### src/rtl/shift_pkg.sv
// Shared types and constants for the serial shift datapath.
package shift_pkg;
  localparam int W  = 8;
  localparam int CW = 3;

  localparam logic DIR_RIGHT = 1'b0;
  localparam logic DIR_LEFT  = 1'b1;

  typedef enum logic [1:0] {
    IDLE  = 2'd0,
    SHIFT = 2'd1,
    HOLD  = 2'd2
  } state_t;
endpackage

### src/rtl/frame_align.sv
// Logical right shift with zero fill, used to right-justify LSB-first frames.
module frame_align
  import shift_pkg::*;
(
  input  logic [W-1:0]  din,
  input  logic [CW-1:0] sh,
  output logic [W-1:0]  dout
);
  assign dout = din >> sh;
endmodule

### src/rtl/shift_deserializer.sv
// Collects 1..8 serial bits into a right-justified byte and offers it on a
// valid/ready port; a frame start may overlap the handoff of the previous one.
module shift_deserializer
  import shift_pkg::*;
(
  input  logic          clk,
  input  logic          reset,
  input  logic          ir,
  input  logic [CW-1:0] amt,
  input  logic          sin,
  input  logic          sin_valid,
  output logic          sin_ready,
  output logic [W-1:0]  Y,
  output logic          y_valid,
  input  logic          y_ready,
  output logic          busy
);
  localparam logic [CW-1:0] MAX_AMT = CW'(W - 1);

  state_t        state;
  logic [W-1:0]  sreg;
  logic [CW-1:0] cnt;
  logic          ir_l;
  logic [CW-1:0] amt_l;
  logic          xfer;
  logic [W-1:0]  aligned;

  assign sin_ready = (state != HOLD) || y_ready;
  assign xfer      = sin_valid && sin_ready;
  assign y_valid   = (state == HOLD);
  assign busy      = (state == SHIFT);

  // LSB-first data accumulates at the top of sreg; slide it down to bit 0.
  frame_align u_align (
    .din  (sreg),
    .sh   (MAX_AMT - amt_l),
    .dout (aligned)
  );

  assign Y = (ir_l == DIR_LEFT) ? sreg : aligned;

  always_ff @(posedge clk or posedge reset) begin
    if (reset) begin
      state <= IDLE;
      sreg  <= '0;
      cnt   <= '0;
      ir_l  <= 1'b0;
      amt_l <= '0;
    end else begin
      case (state)
        IDLE, HOLD: begin
          if (xfer) begin
            ir_l  <= ir;
            amt_l <= amt;
            sreg  <= (ir == DIR_LEFT) ? {{(W-1){1'b0}}, sin} : {sin, {(W-1){1'b0}}};
            cnt   <= CW'(1);
            state <= (amt == '0) ? HOLD : SHIFT;
          end else if (state == HOLD && y_ready) begin
            state <= IDLE;
          end
        end
        SHIFT: begin
          if (xfer) begin
            sreg <= (ir_l == DIR_LEFT) ? {sreg[W-2:0], sin} : {sin, sreg[W-1:1]};
            cnt  <= cnt + 1'b1;
            // cnt counts bits already held, so this beat is the last one
            if (cnt == amt_l)
              state <= HOLD;
          end
        end
        default: state <= IDLE;
      endcase
    end
  end
endmodule

### config.mk
export PLATFORM = sky130hd
export DESIGN_NAME = shift_deserializer
export DESIGN_NICKNAME = d
export VERILOG_FILES = /design/src/rtl/shift_pkg.sv /design/src/rtl/frame_align.sv /design/src/rtl/shift_deserializer.sv
export SDC_FILE = /design/constraint.sdc
export NUM_CORES = 1
export LEC_CHECK = 0
export BUFFER_PORTS_ARGS = -buffer_cell sky130_fd_sc_hd__buf_2
export CAP_MARGIN = 25
export CORE_MARGIN = 2
export CORE_UTILIZATION = 50
export CTS_BUF_LIST = sky130_fd_sc_hd__clkbuf_16
export CTS_CLUSTER_DIAMETER = 120
export DETAILED_ROUTE_END_ITERATION = 8
export HOLD_SLACK_MARGIN = 0.08
export MAX_ROUTING_LAYER = met4
export PLACE_DENSITY = 0.71
export SLEW_MARGIN = 20
export SYNTH_ARGS = -nofsm -noshare
export SYNTH_HDL_FRONTEND = slang
export SYNTH_HIERARCHICAL = 1
export SYNTH_SLANG_ARGS = --single-unit
### constraint.sdc
create_clock -name clk -period 2.1 [get_ports clk]
set_input_delay 0.315 -clock clk [delete_from_list [all_inputs] [get_ports clk]]
set_output_delay 0.315 -clock clk [all_outputs]
set_load 0.005 [all_outputs]
Word level (Yosys, flattened, before mapping)
Index checks and enable logic that the tools add are counted.
{"block": "classes", "addsub": 2, "eq_ne": 8, "shift": 1, "muxes": 15, "n_reduce_logical": 10}
{"cell": "$mux W8", "n": 5}
{"cell": "$pmux W8 S2", "n": 1}
{"cell": "$mux W2", "n": 5}
{"cell": "$shr A8 B3 Y8", "n": 1}
{"cell": "$mux W3", "n": 2}
{"cell": "$pmux W3 S2", "n": 1}
{"cell": "$reduce_and A3 Y1", "n": 2}
{"cell": "$ne A2 B1 Y1 const B", "n": 2}
{"cell": "$ne A2 B2 Y1 const B", "n": 2}
{"cell": "$pmux W2 S2", "n": 1}
{"cell": "$add A3 B1 Y3 const B", "n": 1}
{"cell": "$eq A3 B3 Y1", "n": 1}
{"cell": "$logic_not A3 Y1", "n": 1}
{"cell": "$ne A3 B3 Y1 const B", "n": 1}
{"cell": "$sub A3 B3 Y3 const A", "n": 1}
{"cell": "$eq A2 B1 Y1 const B", "n": 1}
{"cell": "$eq A2 B2 Y1 const B", "n": 1}
{"cell": "$logic_and A1 B1 Y1", "n": 2}
{"cell": "$logic_not A2 Y1", "n": 1}
{"cell": "$reduce_and A2 Y1", "n": 1}
{"cell": "$reduce_bool A2 Y1", "n": 1}
{"cell": "$reduce_or A2 Y1", "n": 1}
{"cell": "$logic_or A1 B1 Y1", "n": 1}
{"block": "totals", "ff_bits": 17, "input_bits": 9, "out_inout_bits": 11, "elab_cells": 41}

Depth between registers and ports, before layout
Gate-level depths: netlist (run 1).
{"block": "depth", "depth_word": 5, "mapped_depth": 6}

Cells and area by module
Netlist (run 1), hierarchy kept.
{"module": "shift_deserializer", "instances": 1, "cells_each": 91, "area_per_inst_um2": 930.9, "seq_area_each_um2": 425.4}
{"module": "frame_align", "instances": 1, "cells_each": 28, "area_per_inst_um2": 274.0, "seq_area_each_um2": 0.0}

Worst setup path before layout (run 1)
OpenSTA, ideal clock, no wires.
{"block": "synth_path", "kind": "register to output", "from": "reg amt_l[2]", "to": "out Y[0]", "arrival_time_ps": 1612, "required_time_ps": 1785, "slack_ps": 173, "stages_incl_launch_ff": 6, "path_buffers": 1, "cell_sequence": "dfrtp_1 > inv_1 > buf_6 > mux2_4 > mux4_2 > mux2_2"}
{"block": "synth_between", "elab_chain_cells": 3}
{"element": "from (decl)", "line_no": "shift_deserializer.sv:24", "rtl": "logic [CW-1:0] amt_l;"}
{"element": "from (signal assigned)", "line_no": "shift_deserializer.sv:54", "rtl": "amt_l <= amt;"}
{"element": "$sub A3 B3 Y3", "line_no": "shift_deserializer.sv:36", "rtl": ".sh (MAX_AMT - amt_l),"}
{"element": "$shr A8 B3 Y8", "line_no": "frame_align.sv:9", "rtl": "assign dout = din >> sh;"}
{"element": "named net aligned[0]", "line_no": "shift_deserializer.sv:26", "rtl": "logic [W-1:0] aligned;"}
{"element": "$mux W8", "line_no": "shift_deserializer.sv:40", "rtl": "assign Y = (ir_l == DIR_LEFT) ? sreg : aligned;"}
{"element": "to (decl)", "line_no": "shift_deserializer.sv:13", "rtl": "output logic [W-1:0] Y,"}
The timed path passes the listed nets, and every way through them passes these cells.

Final worst setup path (run 1)
{"block": "layout_path", "from": "reg amt_l[2]", "to": "out Y[1]"}
Same word-level chain as after synthesis.

==> flow_summary.toml, run 1 <==
[status]
status = "finished, violations left"
violations = "setup timing"

[routing]
wl_per_cell_um = 15.8
dr_total_vias = 1009
vias_per_cell = 5.80
post-route-drc-count = 0
drt_iter0_markers = 32
ant_nets = 0
routed_wl_mm = 2.75
drtPass1Iterations = 4

[timing]
setup_viol = 3
setup_slack_ps = -192
clock_skew_ps = 3.99
max_slew.worst_pin.slew_ps = 751
rsz0062_at_grt = "yes"
finalCriticalPeriod_ps = 2290
maxSlewViolCount = 0
relSlewSlack_pct = 49.9
period_share_pct = 109
final_hold_viol_count = 0
fmax_ghz = 0.436

[placement]
place_congestion = 0.813
place_hpwl_mm = 2.00
portBuffers = 19
dp.cells = 167
placed_cell_area_mm2 = 0.00135
place_ws_ps = 39.7

[cts]
clk_pin_slew_worst_paths_ps = 50
cts.sinks = 17
htreeDepth = 1
cts_buffers = 3
clock_latency_ps = 250
max-clock-path-buffers = 2
cts_tree = "built"
cts-root-buf = "clkbuf_16"
postCtsHoldBufs = 0

[logic_synthesis]
netlist_area_mm2 = 0.00120
yosysSeqAreaShare_pct = 35.3
synth.avg_cell_area_um2 = 10.1
async_reset_ff_share_pct = 100
synth_nets = 129
ys_warn_count = 6
postSynthCellCount = 119
ys_types = 34
ys_ff_latch = 17
synth_ff_type = "dfrtp_1"
synth-edff-count = 0

[job]
cap_viol_max_count = 0

[global_route]
overflow = 0
grt_pass1_wl_mm = 4.46
first_global_vias = 923
grt_max_degree = 19
grt_antenna_before_repair = 0
grt_use_total_pct = 22.6

[critical_path]
setup.worst_path.start_class = "flop"
arrival_ps = 1980
crit_path_end_kind = "output port"
cp_data_required_time_ps = 1780
crit_fanout = 4
crit_type = "flop to output port"

[die]
placementRows = 17
dieArea_mm2 = 0.00282
initial_core_util_pct = 53.4
num_io_pins = 20
die_h_um = 53.1
die_w_um = 53.1
design.core.area_mm2 = 0.00225

[power]
p_leak_nw = 0.701
power_density_mw_per_mm2 = 1400
ir_worst_vdd_uv = 912

[min_path]
min_path_type = "input port to async pin"

[cells_and_area]
finalInstanceArea_mm2 = 0.00146
final_common_cell = "buf_2"
syn_to_final_growth_pct = 21.4
final_cell_mix = "buf_2, dfrtp_1, o21ai_1, mux2i_1, nand2_1"
nets = 157
drive_above_1_share_pct = 37.7
final_cells = 174
num_antenna_cells = 0
-- routing by layer --
| metal | up-vias | global-route usage [%] | part of all wire, % |
|---|---|---|---|
| met4 | 0 | 4.27 | 0.36 |
| met2 | 27 | 35.4 | 50 |
| met3 | 2 | 4.24 | 3.5 |
| met1 | 492 | 30.9 | 47 |
| met5 | - | - | 0 |
| li1 | 488 | - | - |
-- state kept, by name (all words and copies together) (netlist names) --
signal / flops
sreg: 8
cnt: 3
state: 2
amt_l: 3
ir_l: 1
-- what timing repair did --
| item | CTS | global route |
|---|---|---|
| resized for setup | 3 | 2 |
| endpoints found under the setup margin | 4 | 7 |
| endpoints found under the hold margin | 0 | 0 |
| buffers inserted | 2 | 1 |
-- stage by stage --
stage	hold slack, ps	total power [mW]	TNS (ps)	util, %
floorplan	241	1.32	0	-
global placement	421	1.54	0	59.7
detailed placement	425	1.58	0	59.7
CTS	162	2.01	-452	64.4
global route	211	2.19	-795	64.9
finish	149	2.04	-534	64.9
-- where the power goes --
part,switching [mW],internal [mW],leakage (nW),total (mW)
Combinational,0.455,0.551,0.443,1.01
Clock,0.128,0.257,0.0371,0.385
Sequential,0.205,0.446,0.221,0.651
-- cell usage after synthesis, types with 3 or more instances --
| master | number | share of area (%) |
|---|---|---|
| mux2i_1 | 12 | 10 |
| xnor2_1 | 3 | 2.2 |
| nor2_1 | 3 | 0.93 |
| nand2_1 | 11 | 3.4 |
| mux2_2 | 9 | 8.4 |
| dfrtp_1 | 17 | 35 |
| mux2_4 | 3 | 3.7 |
| buf_2 | 3 | 1.2 |
| inv_1 | 8 | 2.5 |
| mux2_1 | 4 | 3.7 |
| o21ai_1 | 12 | 5.0 |
-- final timing paths --
kind                           from  endpoint  slack (ps)  cells past startpoint
max                        amt_l[2]      Y[1]        -190                      6
min                           reset   sreg[0]         150                      2
max reg2reg                    ir_l   sreg[7]         460                      3
min reg2reg                  cnt[2]    cnt[2]         530                      1
max in group asynchronous     reset  amt_l[0]        1530                      2
min in group clk             amt[1]  amt_l[1]         300                      3
-- area by class of cell --
cell class                      count  area (µm²)
Timing Repair Buffer               29         178
Tap cell                           28        35.0
Inverter                            9        37.5
Multi-Input combinational cell     87         704
Fill cell                         185         792
Sequential cell                    17         425
Clock buffer                        3        75.1
Clock inverter                      1        7.51
-- cells by family (layout without fill, tap and decap cells) --
| family | count (synthesis) | after routing | share of synthesized area (%) |
|---|---|---|---|
| xor gates and xnor gates | 3 | 3 | 2.18 |
| AOI/OAI and AO/OA | 26 | 26 | 14.0 |
| DFF | 17 | 17 | 35.3 |
| buffers and inverters | 15 | 42 | 6.23 |
| and+or+nand+nor | 27 | 27 | 11.6 |
| muxes | 30 | 30 | 29.6 |
| adders and majority gates | 1 | 1 | 1.04 |
-- worst max-delay path, cell delays in order (launching register included) --
cell and delay [ps]:
dfrtp_1 400, inv_2 90, buf_6 110, mux2_4 310
mux4_2 440, mux2_2 260, buf_2 120
Note: power is estimated with default switching activity, not from simulation.
==> run 2: changes to the inputs <==
--- a/config.mk
+++ b/config.mk
@@ -6,14 +6,12 @@
 export NUM_CORES = 1
 export LEC_CHECK = 0
 export BUFFER_PORTS_ARGS = -buffer_cell sky130_fd_sc_hd__buf_2
-export CAP_MARGIN = 25
 export CORE_MARGIN = 2
 export CORE_UTILIZATION = 50
 export CTS_BUF_LIST = sky130_fd_sc_hd__clkbuf_16
 export CTS_CLUSTER_DIAMETER = 120
 export DETAILED_ROUTE_END_ITERATION = 8
 export HOLD_SLACK_MARGIN = 0.08
-export MAX_ROUTING_LAYER = met4
 export PLACE_DENSITY = 0.71
 export SLEW_MARGIN = 20
 export SYNTH_ARGS = -nofsm -noshare
==> constraint.sdc (replaced) <==
create_clock -name clk -period 2.1 [get_ports clk]
set_input_delay 0.315 -clock clk [delete_from_list [all_inputs] [get_ports clk]]
set_output_delay 0.315 -clock clk [all_outputs]
set_load 0.1 [all_outputs]
==> run 2 against run 1 <==
Compared with the run above:
- the run still ends with setup timing left
- worst setup slack got worse by 72 ps
- sequential power down 9.4%
- clock power about the same
- global-route usage up 0.49 points
==> flow_summary.toml, run 2 (synthesis gave the netlist of run 1 again) <==
[status]
status = "finished, violations left"
violations = "setup timing"

[critical_path]
reg2reg_depth = 4
crit_path_end_kind = "output port"
arrival_ps = 2050
crit_type = "flop to output port"
worst_r2r_endpoint = "sreg[7]"
cp_data_required_time_ps = 1780
timing.rr.start = "ir_l"
rrSetupSlack_ps = 500
crit_fanout = 4
setup.worst_path.start_class = "flop"

[timing]
relSlewSlack_pct = 57.2
max_slew.worst_pin.slew_ps = 641
setup_viol = 4
final_hold_viol_count = 0
fmax_ghz = 0.423
rsz0062_at_grt = "yes"
maxSlewViolCount = 0
setup_slack_ps = -264
clock_skew_ps = 1.29
period_share_pct = 113
finalCriticalPeriod_ps = 2360

[power]
p_leak_nw = 0.776
ir_worst_vdd_uv = 1410
power_density_mw_per_mm2 = 1760
total_power_mw = 2.89

[placement]
portBuffers = 19
place_ws_ps = -145
place_congestion = 0.841
place_hpwl_mm = 2.06
dp.cells = 176

[cells_and_area]
drive_above_1_share_pct = 42.6
num_antenna_cells = 0
top_register = "sreg"
final_cells = 183
final_cell_mix = "buf_4, dfrtp_1, o21ai_1, mux2i_1"
largest_register_ffs = 8
fillers = 176
largest_registers = "sreg: 8 flops, amt_l: 3 flops, cnt: 3 flops"
syn_to_final_growth_pct = 35.9
nets = 166
final_common_cell = "buf_4"

[routing]
ant_nets = 0
wl_per_cell_um = 15.2
drtPass1Iterations = 4
routed_wl_mm = 2.78
dr_total_vias = 1035
post-route-drc-count = 0
drt_iter0_markers = 14
vias_per_cell = 5.66

[cts]
postCtsHoldBufs = 0
cts.sinks = 17
max-clock-path-buffers = 2
clock_latency_ps = 250
clk_pin_slew_worst_paths_ps = 50
cts_tree = "built"
htreeDepth = 1
cts-root-buf = "clkbuf_16"
cts_buffers = 3

[job]
cap_viol_max_count = 0

[die]
die_h_um = 53.1
placementRows = 17
initial_core_util_pct = 53.4
design.core.area_mm2 = 0.00225
num_io_pins = 20
dieArea_mm2 = 0.00282
die_w_um = 53.1

[global_route]
grt_pass1_wl_mm = 4.65
overflow = 0
grt_max_degree = 18
grt_use_total_pct = 23.1
first_global_vias = 984
grt_antenna_before_repair = 0

[min_path]
min_path_type = "input port to async pin"
-- run 2: cell count changes in the layout (fill, tap and decap cells not counted), moves of 2 or more --
cell,delta
buf_4,+11
buf_2,-8
buf_12,+5
mux2_4,+4
mux2_2,-3
inv_4,+2
-- run 2: area by class of cell --
type	instances	area (µm²)	area share, %
well taps	28	35.0	2.14
repair buffers	38	332	20.2
multi-input cells	87	724	44.2
inverters	9	38.8	2.37
flip-flops and latches	17	425	26.0
clock buffers	3	75.1	4.58
clock inverters	1	7.51	0.458
-- run 2: worst max path at each step --
stage                         from  depth (start not counted)   end  slack, ps
after floorplan           amt_l[2]                          5  Y[0]         30
after global placement    amt_l[2]                          6  Y[0]        -90
after detailed placement  amt_l[2]                          6  Y[1]       -140
after CTS                 amt_l[2]                          6  Y[1]       -260
after global routing      amt_l[2]                          6  Y[1]       -320
final                     amt_l[2]                          6  Y[1]       -260
-- run 2: worst max-delay path, cell delays in order (launching register included) --
cell	delay, ps
dfrtp_1	390
inv_2	80
buf_6	110
mux2_4	300
mux4_2	460
mux2_4	300
buf_12	170
-- run 2: layer usage --
metal / vias to the layer above / part of all wire [%] / track usage [%]
met2: 30 / 47 / 34.8
li1: 505 / - / -
met3: 4 / 5.3 / 5.93
met1: 496 / 47 / 33.2
met5: - / 0 / 0
met4: 0 / 0.58 / 5.13
-- run 2: through the flow --
stage / utilization, % / setup TNS (ps) / area, µm² / hold WS, ps
2_1_floorplan: - / 0 / 1210 / 241
3_3_place_gp: 64.4 / -174 / 1450 / 427
3_5_place_dp: 64.4 / -300 / 1450 / 428
4_1_cts: 71.1 / -701 / 1600 / 164
5_1_grt: 72.6 / -970 / 1640 / 201
6_report: 72.6 / -723 / 1640 / 146
-- run 2: timing repair --
item,in CTS,in global routing
buffers inserted,1,2
endpoints found under the setup margin,7,8
gates resized for setup,20,7
hold endpoints to repair,0,0
-- run 2: where the power goes --
part           internal (mW)  total [mW]  switching, mW
clock network          0.257       0.384          0.128
logic                  0.785        1.91           1.13
registers              0.447       0.590          0.143
total                   1.49        2.89           1.40
